## src/rtl/api_rx_parser_pkg.sv

```systemverilog
`default_nettype none
// ---------------------------------------------------------------------------
// api_rx_parser_pkg : block geometry, tag constants and FSM encoding
// Rev 1.0
// ---------------------------------------------------------------------------
package api_rx_parser_pkg;

  localparam int RX_BLOCK_LEN = 11;
  localparam int NONCE_IDX    = 2;
  localparam int JOB_IDX      = 0;
  localparam int MARKER_IDX   = 9;
  localparam int LAST_IDX     = RX_BLOCK_LEN - 1;

  localparam logic [31:0] MARKER   = 32'hbeafbeaf;
  localparam logic [7:0]  TAG_BYTE = 8'h12;

  localparam int IDX_W = $clog2(RX_BLOCK_LEN + 1);
  typedef logic [IDX_W-1:0] idx_t;

  typedef enum logic [1:0] {
    IDLE  = 2'd0,
    READ  = 2'd1,
    CHECK = 2'd2,
    OUT   = 2'd3
  } state_t;

  function automatic idx_t to_idx(input int i);
    return idx_t'(i);
  endfunction

endpackage
`default_nettype wire

```

## src/rtl/api_rx_parser_if.sv

```systemverilog
`default_nettype none
// ---------------------------------------------------------------------------
// api_rx_parser_if : valid/ready nonce record port toward the CPU result path
// Rev 1.0
// ---------------------------------------------------------------------------
interface api_rx_parser_if;
  logic        valid;
  logic        ready;
  logic [31:0] job;
  logic [31:0] nonce;
  logic [3:0]  miner_id;
  logic [15:0] status;

  modport master (output valid, job, nonce, miner_id, status, input ready);
  modport slave  (input valid, job, nonce, miner_id, status, output ready);
endinterface
`default_nettype wire

```

## src/rtl/api_rx_parser_sat_cnt.sv

```systemverilog
`default_nettype none
// ---------------------------------------------------------------------------
// api_rx_parser_sat_cnt : 16-bit saturating counter, clear beats increment
// Rev 1.0
// ---------------------------------------------------------------------------
module api_rx_parser_sat_cnt (
  input  wire logic        clk,
  input  wire logic        rst,
  input  wire logic        i_inc,
  input  wire logic        i_clr,
  output logic      [15:0] o_cnt
);

  logic [15:0] r_cnt;

  always_ff @(posedge clk or posedge rst) begin
    if (rst)
      r_cnt <= 16'd0;
    else if (i_clr)
      r_cnt <= 16'd0;
    else if (i_inc && (r_cnt != 16'hffff))
      r_cnt <= r_cnt + 16'd1;
  end

  assign o_cnt = r_cnt;

endmodule
`default_nettype wire

```

## src/rtl/api_rx_parser.sv

```systemverilog
`default_nettype none
// ---------------------------------------------------------------------------
// api_rx_parser : drains RX FIFO blocks, validates, de-duplicates nonces
// Rev 1.0
// ---------------------------------------------------------------------------
module api_rx_parser
  import api_rx_parser_pkg::*;
(
  input  wire logic          clk,
  input  wire logic          rst,
  input  wire logic          rx_fifo_empty,
  output logic               rx_fifo_rd_en,
  input  wire logic [31:0]   rx_fifo_dout,
  input  wire logic          flush,
  api_rx_parser_if.master    res,
  output logic      [15:0]   blk_cnt,
  output logic      [15:0]   nonce_cnt,
  output logic      [15:0]   dup_cnt,
  output logic      [15:0]   err_cnt,
  input  wire logic          clr_cnt
);

  state_t      r_state, w_state_nxt;
  idx_t        r_issued, r_rcvd, w_rcvd_nxt;
  logic        r_rd_pend;
  logic        w_rd_en, w_cap;

  // Only the words the checks and the record need are kept
  logic [31:0] r_job_w, r_nonce_w, r_marker_w;
  logic [15:0] r_tail_status;
  logic [7:0]  r_tail_tag;
  logic [3:0]  r_tail_id;

  logic        r_res_valid;
  logic [31:0] r_res_job, r_res_nonce;
  logic [3:0]  r_res_miner_id;
  logic [15:0] r_res_status;
  logic [35:0] r_last;
  logic        r_last_vld;

  logic        w_tag_ok, w_mark_ok, w_dup;
  logic        w_blk_inc, w_err_inc, w_dup_inc, w_nonce_inc, w_hit;

  assign w_rd_en    = (r_state == READ) && !rx_fifo_empty && (r_issued < to_idx(RX_BLOCK_LEN));
  assign w_cap      = r_rd_pend;
  assign w_rcvd_nxt = r_rcvd + idx_t'(w_cap);
  assign w_tag_ok   = (r_tail_tag == TAG_BYTE);
  assign w_mark_ok  = (r_marker_w == MARKER);
  assign w_dup      = r_last_vld && (r_last == {r_nonce_w, r_tail_id});

  always_ff @(posedge clk or posedge rst) begin
    if (rst)
      r_state <= IDLE;
    else
      r_state <= w_state_nxt;
  end

  always_comb begin
    w_state_nxt = r_state;
    w_blk_inc   = 1'b0;
    w_err_inc   = 1'b0;
    w_dup_inc   = 1'b0;
    w_nonce_inc = 1'b0;
    w_hit       = 1'b0;
    case (r_state)
      IDLE: if (!flush && !rx_fifo_empty) w_state_nxt = READ;
      READ: begin
        if (flush)
          w_state_nxt = IDLE;
        else if (w_rcvd_nxt == to_idx(RX_BLOCK_LEN))
          w_state_nxt = CHECK;
      end
      CHECK: begin
        w_state_nxt = IDLE;
        if (!flush) begin
          w_blk_inc = 1'b1;
          if (!w_tag_ok) begin
            w_err_inc = 1'b1;
          end else if (w_mark_ok) begin
            if (w_dup) begin
              w_dup_inc = 1'b1;
            end else begin
              w_hit       = 1'b1;
              w_state_nxt = OUT;
            end
          end
        end
      end
      OUT: begin
        // flush is deliberately ignored here so the handshake always completes
        if (r_res_valid && res.ready) begin
          w_nonce_inc = 1'b1;
          w_state_nxt = IDLE;
        end
      end
      default: w_state_nxt = IDLE;
    endcase
  end

  always_ff @(posedge clk or posedge rst) begin
    if (rst) begin
      r_issued       <= '0;
      r_rcvd         <= '0;
      r_rd_pend      <= 1'b0;
      r_job_w        <= 32'd0;
      r_nonce_w      <= 32'd0;
      r_marker_w     <= 32'd0;
      r_tail_status  <= 16'd0;
      r_tail_tag     <= 8'd0;
      r_tail_id      <= 4'd0;
      r_res_valid    <= 1'b0;
      r_res_job      <= 32'd0;
      r_res_nonce    <= 32'd0;
      r_res_miner_id <= 4'd0;
      r_res_status   <= 16'd0;
      r_last         <= 36'd0;
      r_last_vld     <= 1'b0;
    end else begin
      // A return landing on the flush cycle or after it is dropped
      r_rd_pend <= w_rd_en && !flush;
      if ((r_state == IDLE) || (flush && (r_state != OUT))) begin
        r_issued <= '0;
        r_rcvd   <= '0;
      end else begin
        if (w_rd_en)
          r_issued <= r_issued + to_idx(1);
        if (w_cap) begin
          r_rcvd <= w_rcvd_nxt;
          if (r_rcvd == to_idx(JOB_IDX))    r_job_w    <= rx_fifo_dout;
          if (r_rcvd == to_idx(NONCE_IDX))  r_nonce_w  <= rx_fifo_dout;
          if (r_rcvd == to_idx(MARKER_IDX)) r_marker_w <= rx_fifo_dout;
          if (r_rcvd == to_idx(LAST_IDX)) begin
            r_tail_status <= rx_fifo_dout[31:16];
            r_tail_tag    <= rx_fifo_dout[15:8];
            r_tail_id     <= rx_fifo_dout[3:0];
          end
        end
      end
      if (w_hit) begin
        r_res_valid    <= 1'b1;
        r_res_job      <= r_job_w;
        r_res_nonce    <= r_nonce_w;
        r_res_miner_id <= r_tail_id;
        r_res_status   <= r_tail_status;
      end else if (w_nonce_inc) begin
        r_res_valid <= 1'b0;
        r_last      <= {r_res_nonce, r_res_miner_id};
        r_last_vld  <= 1'b1;
      end
    end
  end

  assign rx_fifo_rd_en = w_rd_en;
  assign res.valid     = r_res_valid;
  assign res.job       = r_res_job;
  assign res.nonce     = r_res_nonce;
  assign res.miner_id  = r_res_miner_id;
  assign res.status    = r_res_status;

  api_rx_parser_sat_cnt u_blk_cnt (
    .clk(clk), .rst(rst), .i_inc(w_blk_inc), .i_clr(clr_cnt), .o_cnt(blk_cnt));
  api_rx_parser_sat_cnt u_nonce_cnt (
    .clk(clk), .rst(rst), .i_inc(w_nonce_inc), .i_clr(clr_cnt), .o_cnt(nonce_cnt));
  api_rx_parser_sat_cnt u_dup_cnt (
    .clk(clk), .rst(rst), .i_inc(w_dup_inc), .i_clr(clr_cnt), .o_cnt(dup_cnt));
  api_rx_parser_sat_cnt u_err_cnt (
    .clk(clk), .rst(rst), .i_inc(w_err_inc), .i_clr(clr_cnt), .o_cnt(err_cnt));

endmodule
`default_nettype wire

```

## src/flat_wrapper.sv

```systemverilog
// flat-port wrapper written by rule: the top's interface ports become plain ports
module api_rx_parser_flat import api_rx_parser_pkg::*;
  (clk, rst, rx_fifo_empty, rx_fifo_rd_en, rx_fifo_dout, flush, blk_cnt, nonce_cnt, dup_cnt, err_cnt, clr_cnt, res_valid, res_job, res_nonce, res_miner_id, res_status, res_ready);
  api_rx_parser_if res_i ();
  input  wire logic clk;
  input  wire logic rst;
  input  wire logic rx_fifo_empty;
  output logic rx_fifo_rd_en;
  input  wire logic [31:0] rx_fifo_dout;
  input  wire logic flush;
  output logic      [15:0] blk_cnt;
  output logic      [15:0] nonce_cnt;
  output logic      [15:0] dup_cnt;
  output logic      [15:0] err_cnt;
  input  wire logic clr_cnt;
  output wire logic [$bits(res_i.valid)-1:0] res_valid;
  output wire logic [$bits(res_i.job)-1:0] res_job;
  output wire logic [$bits(res_i.nonce)-1:0] res_nonce;
  output wire logic [$bits(res_i.miner_id)-1:0] res_miner_id;
  output wire logic [$bits(res_i.status)-1:0] res_status;
  input wire logic [$bits(res_i.ready)-1:0] res_ready;
  assign res_valid = res_i.valid;
  assign res_job = res_i.job;
  assign res_nonce = res_i.nonce;
  assign res_miner_id = res_i.miner_id;
  assign res_status = res_i.status;
  assign res_i.ready = res_ready;
  api_rx_parser u_core (.clk(clk), .rst(rst), .rx_fifo_empty(rx_fifo_empty), .rx_fifo_rd_en(rx_fifo_rd_en), .rx_fifo_dout(rx_fifo_dout), .flush(flush), .res(res_i), .blk_cnt(blk_cnt), .nonce_cnt(nonce_cnt), .dup_cnt(dup_cnt), .err_cnt(err_cnt), .clr_cnt(clr_cnt));
endmodule
```

## config.mk

```make
export PLATFORM = sky130hd
export DESIGN_NAME = api_rx_parser_flat
export DESIGN_NICKNAME = d
export VERILOG_FILES = /design/src/rtl/api_rx_parser_pkg.sv /design/src/rtl/api_rx_parser_if.sv /design/src/rtl/api_rx_parser_sat_cnt.sv /design/src/rtl/api_rx_parser.sv /design/src/flat_wrapper.sv
export SDC_FILE = /design/constraint.sdc
export NUM_CORES = 1
export LEC_CHECK = 0
export ABC_AREA = 0
export CORE_UTILIZATION = 49
export CTS_BUF_LIST = sky130_fd_sc_hd__clkbuf_16
export DETAILED_ROUTE_END_ITERATION = 12
export PLACE_DENSITY_LB_ADDON = 0.25
export SLEW_MARGIN = 10
export SYNTH_ARGS = -nofsm -noshare
export SYNTH_HDL_FRONTEND = slang
export SYNTH_SLANG_ARGS = --single-unit
```

## constraint.sdc

```tcl
create_clock -name clk -period 9.8 [get_ports clk]
set_input_delay 0.98 -clock clk [delete_from_list [all_inputs] [get_ports clk]]
set_output_delay 0.98 -clock clk [all_outputs]
set_load 0.005 [all_outputs]
```

==> metrics.md, run 1 <==
| Metric | Value |
|---|---|
| GP Congestion | 0.7794 |
| DR WL/cell | 18.32 µm |
| Max Transition Viols Final | 0 |
| Post-synthesis async set-or-reset flop share | 100.0% |
| Max Fclk | 0.2572 GHz |
| Largest net degree at the start of global routing | 193 |
| Post-CTS sizing | 0 |
| DR vias | 8475 |
| Pre-CTS setup slack | 5.733 ns |
| VDD IR max | 0.1187 mV |
| Top Metal Used | met4 |
| Initial Util | 49.88% |
| Number of max-cap violations | 0 |
| Distinct cells, synth | 54 |
| Final setup fails | 0 |
| Syn Inst Count | 1001 |
| Met2 WL | 13180 µm |
| Ys Warns | 0 |
| Hpwl dp | 18830 µm |
| Die span in y | 167.6 µm |
| Quantity of I/O buffers inserted on ports | 187 |
| Die ar. | 28100 µm² |
| Worst path cell trace | clkdlybuf4s50_1 > nor4b_1 > clkdlybuf4s50_1 |
| Final period util | 39.68% |
| Core Area | 26950 µm² |
| GRT Resource Usage Total | 20.91% |
| Outcome | completed |
| CP top delay family | buffers and inverters |
| # IOs | 188 |
| Layout Skew | 0.01394 ns |
| Detailed Routing Iterations Pass 1 | 4 |
| Die Wd | 167.6 µm |
| Mapped Area | 13440 µm² |
| Vias in the first global route | 8563 |
| Post-Syn Area per Cell | 13.43 µm² |
| Synth Flop Type | dfrtp_1 |
| Postcts setup bufs | 0 |
| Worst path slowest cell | nor4b_1 |
| M1 WL | 13360 µm |
| Hold Crit Class | register to register |
| Most frequent cell after synthesis | dfrtp_1 |
| Violation count after the first detailed-routing iteration | 509 |
| Total gr overflow | 0 |
| CTS tree | yes |
| Antenna diodes | 0 |
| Post-synth net total | 1046 |
| Setup TNS | 0 ns |
| CTS Buffer Depth | 3 |
| Initial antenna violation count | 0 |
| Vias per cell | 5.426 |
| CP peak stage delay | 0.83 ns |
| Sink Count | 321 |
| NumNets Final | 1241 |
| Period minus WS final | 3.889 ns |
| Crit Path Class | primary input to primary output |
| WP data arrival | 2.91 ns |
| Routed Antenna Nets | 0 |
| Synth top area share | 59.75% |
| Cell depth of the worst hold path | 1 |
| PD cells | 165.9 nW/µm² |
| RSZ-0062 raised after global routing | no |
| Crit-path max FO | 6 |
| Stages on worst setup path | 3 |
| Met3 Wirelength | 1763 µm |
| Worst hold margin | 0.4770 ns |
| Cell mode on critical path | clkdlybuf4s50_1 |
| Clk_lat worst skew | 0.51 ns |
| Relative slew slack | 28.37% |
| Post-synth EDFFs | 0 |
| Layout cells sized above 1 | 25.31% |
| Largest cells by area after synthesis | dfrtp_1, mux2_2, xor2_1 |
| CTS Buf Count | 35 |
| Worst slew pin tran | 1.075 ns |
| Synth top cells by count | dfrtp_1, mux2_2, nor2_1 |
| Register area share after synthesis | 59.75% |
| Final Hold Violating Endpoints | 0 |
| Final wirelength | 28610 µm |
| Clock slew at reported path FFs | 0.06 ns |
| Final worst slack | 5.911 ns |
| Post-layout util | 62.18% |
| CP Launch Type | primary input |
| First-pass GRT wire length | 46880 µm |
| Clock root cell | clkbuf_16 |
| Buffers & Inverters on Critical Path | 2 |
| Yosys reg bits | 321 |
| Reg2reg path depth | 7 |
| Endpoint class of the critical path | primary output |
| Worst path required time | 8.82 ns |
| DRC | 0 |
| H-Tree Depth | 2 |
| Area leader, netlist | dfrtp_1 |
| Hold-fix buffers, CTS | 0 |
| Rows | 60 |
| P&R area growth vs syn | 24.64% |
| Leakage | 7.957 nW |
[worst paths after layout]
path / startpoint / end / slack [ns]
max: rx_fifo_empty / rx_fifo_rd_en / 5.91
min: u_core.r_last_vld$_DFFE_PP0P_ / u_core.r_last_vld$_DFFE_PP0P_ / 0.48
max reg2reg: u_core.r_nonce_w[27]$_DFFE_PP0P_ / u_core.res.status[14]$_DFFE_PP0P_ / 5.93
min reg2reg: u_core.r_last_vld$_DFFE_PP0P_ / u_core.r_last_vld$_DFFE_PP0P_ / 0.48
max in group asynchronous: rst / u_core.res.miner_id[1]$_DFFE_PP0P_ / 7.15
min in group asynchronous: rst / u_core.u_nonce_cnt.o_cnt[10]$_DFFE_PP0P_ / 1.12
[cells by family (layout without fill, tap and decap cells)]
| kind of cell | Yosys count | count (layout) | synth area share [%] |
|---|---|---|---|
| AOI/OAI and AO/OA | 55 | 55 | 2.476 |
| xor gates and xnor gates | 75 | 75 | 4.886 |
| adders and majority gates | 8 | 8 | 0.7352 |
| buffers and inverters | 53 | 273 | 1.638 |
| DFF | 321 | 321 | 59.75 |
| muxes | 252 | 252 | 21.04 |
| and+or+nand+nor | 237 | 237 | 9.474 |
[per-stage QoR]
stage	power, W	area (µm²)	instances
final	0.002780	16760	1562
after global routing	0.002885	16760	1562
after CTS	0.002815	16760	1562
after detailed placement	0.001582	15680	1500
after global placement	0.001573	15680	1500
after floorplan	0.001529	13450	1001
[cells in the final DEF (no fill, tap or decap), types with 3 or more instances in the layout]
cell type | synthesis | layout
a21oi_1 | 22 | 22
and2_1 | 5 | 5
and3_1 | 9 | 9
and4_1 | 7 | 7
buf_4 | 0 | 9
clkbuf_16 | 0 | 36
clkdlybuf4s50_1 | 0 | 186
clkinv_1 | 0 | 10
dfrtp_1 | 321 | 321
ha_1 | 7 | 7
inv_1 | 14 | 22
mux2_2 | 243 | 243
mux2i_1 | 7 | 7
nand2_1 | 30 | 30
nand2b_1 | 6 | 5
nand3_1 | 25 | 25
nand4_1 | 29 | 29
nand4b_1 | 3 | 3
nor2_1 | 75 | 75
nor2b_1 | 5 | 5
nor3_1 | 8 | 7
nor4_1 | 6 | 6
o21ai_0 | 17 | 17
or3_1 | 13 | 13
xnor2_1 | 21 | 21
xor2_1 | 54 | 54
[layout make-up]
| class | count | area [µm²] |
|---|---|---|
| fill | 2133 | 10190 |
| sequential | 321 | 8033 |
| multi-input combinational | 627 | 5213 |
| timing repair buffer | 197 | 1954 |
| clock buffer | 36 | 900.9 |
| tap | 341 | 426.7 |
| clock inverter | 26 | 173.9 |
| inverter | 14 | 56.30 |
[worst register-to-register path, cell delays in order (launching register included)]
cell,delay (ns)
dfrtp_1,0.41
xor2_1,0.17
nor4_1,0.47
nand4_1,0.25
nor4bb_1,0.69
nand2b_4,0.45
buf_4,0.84
mux2_2,0.48
[registers in the layout, summed over array words and instances (netlist names), 16 cells and up]
name                      flops
u_core.u_err_cnt.o_cnt       16
u_core.r_last                36
u_core.u_blk_cnt.o_cnt       16
u_core.res.nonce             32
u_core.r_nonce_w             32
u_core.r_marker_w            32
u_core.res.job               32
u_core.r_tail_status         16
u_core.r_job_w               32
u_core.u_nonce_cnt.o_cnt     16
u_core.res.status            16
u_core.u_dup_cnt.o_cnt       16
[power breakdown]
| part | switching (W) | leakage (nW) | internal [W] | total (W) |
|---|---|---|---|---|
| Sequential | 0.0000308 | 4.43 | 0.00139 | 0.00142 |
| Combinational | 0.0000628 | 2.97 | 0.0000686 | 0.000131 |
| Clock | 0.000510 | 0.555 | 0.000718 | 0.00123 |
| Total | 0.000603 | 7.96 | 0.00218 | 0.00278 |
[per-layer routing]
layer	up-vias	track usage, %
li1	3941	-
met1	4305	29.55
met2	200	33.03
met3	29	4.940
met4	0	4.188
met5	-	0
(Power assumes the default switching activity.)
==> inputs of run 2 (changes only) <==
==> constraint.sdc (replaced) <==
create_clock -name clk -period 3.27 [get_ports clk]
set_input_delay 0.327 -clock clk [delete_from_list [all_inputs] [get_ports clk]]
set_output_delay 0.327 -clock clk [all_outputs]
set_load 0.005 [all_outputs]
==> metrics.md, run 2 (synthesis results as in run 1) <==
| Metric | Value |
|---|---|
| Met2 GRT Util | 33.35% (+0.33 points) |
| First-pass GRT wire length | 47670 µm (+1.7%) |
| WP data arrival | 3.31 ns (+0.40 ns) |
| Crit-path max FO | 14 (+8) |
| R2r startpoint | u_core.r_nonce_w[27]$_DFFE_PP0P_ |
| Leakage | 8.083 nW (+1.6%) |
| WHS Endpoint | u_core.u_blk_cnt.o_cnt[3]$_DFFE_PP0P_ |
| Rows | 60 (unchanged) |
| Met1 GRT Util | 30.05% (+0.51 points) |
| Clk_lat worst skew | 0.53 ns (+0.02 ns) |
| Hold path startpoint | clr_cnt |
| Worst path cell trace | xor2_1 > nor4_1 > nand4_1 > nor2_1 > or4b_1 > or4_1 > a21oi_1 |
| Final setup fails | 0 (unchanged) |
| H-Tree Depth | 2 (unchanged) |
| Routed Antenna Nets | 0 (unchanged) |
| Gr busiest metal | met2 |
| Period minus WS final | 2.872 ns |
| Initial Util | 49.88% (unchanged) |
| Layout cells sized above 1 | 26.58% (+1.3 points) |
| Reg2reg setup slack | 0.40 ns (-5.53 ns) |
| Die Wd | 167.6 µm (unchanged) |
| DRC | 0 (unchanged) |
| CTS Buffer Depth | 3 (unchanged) |
| Hold Crit Class | primary input to register |
| Crit Path Class | register to register |
| Final Hold Violating Endpoints | 0 (unchanged) |
| Multi-input gate area | 5213 µm² (unchanged) |
| Die span in y | 167.6 µm (unchanged) |
| Worst slew pin tran | 0.7843 ns (-0.2902 ns) |
| Relative slew slack | 47.60% (+19 points) |
| Most common cell after layout, fill and taps aside | dfrtp_1 |
| VDD IR max | 0.3775 mV (+220%) |
| Buffers & Inverters on Critical Path | 0 (-2) |
| Hold-fix buffers, CTS | 0 (unchanged) |
| Layout Skew | 0.02441 ns (+0.01047 ns) |
| CP top delay family | simple AND/OR/NAND/NOR gates |
| Pint | 0.006724 W (+210%) |
| Number of max-cap violations | 0 (unchanged) |
| Quantity of I/O buffers inserted on ports | 187 (unchanged) |
| Stages on worst setup path | 7 (+4) |
| DR vias | 8569 (+1.1%) |
| Violation count after the first detailed-routing iteration | 490 (-3.7%) |
| FILL cells | 2068 (-3.0%) |
| Setup TNS | 0 ns (unchanged) |
| Reg2reg path depth | 7 (unchanged) |
| Initial antenna violation count | 0 (unchanged) |
| Worst path slowest cell | or4b_1 |
| Most frequent cells in the layout | dfrtp_1, mux2_2, clkdlybuf4s50_1 |
| CTS Buf Count | 36 (+2.9%) |
| CTS tree | yes |
| Max reg flops | 36 (unchanged) |
| Switching part of the total | 21.89% (+0.19 points) |
| Vias per cell | 5.441 (+0.27%) |
| Sequential share of power | 49.5% (-1.6 points) |
| Clock slew at reported path FFs | 0.06 ns (about the same) |
| GP Congestion | 0.8074 (+3.6%) |
| Core Area | 26950 µm² (unchanged) |
| Vias in the first global route | 8680 (+1.4%) |
| Clock root cell | clkbuf_16 |
| NumNets Final | 1253 (+0.97%) |
| Clock power share | 45.8% (+1.7 points) |
| Worst reg2reg path endpoint | u_core.u_dup_cnt.o_cnt[8]$_DFFE_PP0P_ |
| GRT Resource Usage Total | 21.18% (+0.27 points) |
| Area after DPL | 15840 µm² (+1.0%) |
| Max Fclk | 0.3482 GHz |
| Max Transition Viols Final | 0 (unchanged) |
| Largest register by flop count | u_core.r_last |
| Postcts setup bufs | 0 (unchanged) |
| Detailed Routing Iterations Pass 1 | 5 (+1) |
| Antenna diodes | 0 (unchanged) |
| DR WL/cell | 18.31 µm (about the same) |
| CP startpoint | u_core.r_nonce_w[27]$_DFFE_PP0P_ |
| Final wirelength | 28840 µm (+0.77%) |
| Cell depth of the worst hold path | 2 (+1) |
| P&R area growth vs syn | 26.56% |
| Outcome | completed |
| Largest net degree at the start of global routing | 79 (-59%) |
| Total gr overflow | 0 (unchanged) |
| Die ar. | 28100 µm² (unchanged) |
| Fin area | 17020 µm² (+1.5%) |
| # IOs | 188 (unchanged) |
| Post-CTS sizing | 0 (unchanged) |
| CP Launch Type | register |
| Endpoint class of the critical path | register |
| Worst path required time | 3.71 ns (-5.11 ns) |
| Final period util | 87.83% |
| NetSw | 0.001884 W (+210%) |
| Sink Count | 321 (unchanged) |
| Met3 Use GR | 4.632% (-0.31 points) |
| CP peak stage delay | 0.68 ns (-0.15 ns) |
| PD cells | 505.9 nW/µm² (+200%) |
| RSZ-0062 raised after global routing | no |
| Gate power share | 4.7% (about the same) |
| Register area | 8033 µm² (unchanged) |
| Hpwl dp | 19750 µm (+4.9%) |
## run 2: per-stage QoR
stage / instances / worst slack, ns / power [W] / hold slack (ns) / utilization, %
6_report: 1575 / 0.3979 / 0.008608 / 0.2313 / 63.13
5_1_grt: 1575 / 0.2705 / 0.008951 / 0.2349 / 63.13
4_1_cts: 1575 / 0.4329 / 0.008731 / 0.2203 / 63.13
3_5_place_dp: 1511 / 0.3444 / 0.004751 / 0.4550 / 58.77
3_3_place_gp: 1511 / 0.3653 / 0.004728 / 0.4503 / 58.77
2_1_floorplan: 1001 / -1.338 / 0.004581 / 0.3926 / -
## run 2: power by group through the flow
stage               registers (W)  clock network (W)  logic, W
CTS                       0.00427            0.00405  0.000415
floorplan                 0.00431                  0  0.000273
finish                    0.00426            0.00394  0.000402
detailed placement        0.00434                  0  0.000414
global route              0.00429            0.00421  0.000450
global placement          0.00433                  0  0.000401
## run 2: layer usage
layer | part of all wire [%] | up-vias
li1 | - | 3969
met1 | 47 | 4366
met2 | 46 | 200
met3 | 5.8 | 34
met4 | 1.2 | 0
met5 | 0 | -
## run 2: cell type report
cell class | instances | share of cell area, %
well taps | 341 | 2.508
clock inverters | 28 | 1.610
repair buffers | 208 | 12.41
multi-input cells | 627 | 30.63
inverters | 14 | 0.3309
flip-flops and latches | 321 | 47.21
clock buffers | 36 | 5.294
## run 2: worst max-delay path by stage
| stage | to | slack, ns |
|---|---|---|
| after global placement | u_core.u_dup_cnt.o_cnt[15]$_DFFE_PP0P_ | 0.37 |
| after detailed placement | u_core.u_dup_cnt.o_cnt[8]$_DFFE_PP0P_ | 0.34 |
| after floorplan | u_core.r_issued[0]$_DFFE_PP0P_ | -1.34 |
| after global routing | u_core.u_dup_cnt.o_cnt[8]$_DFFE_PP0P_ | 0.27 |
| after CTS | u_core.u_dup_cnt.o_cnt[8]$_DFFE_PP0P_ | 0.43 |
| final | u_core.u_dup_cnt.o_cnt[8]$_DFFE_PP0P_ | 0.40 |
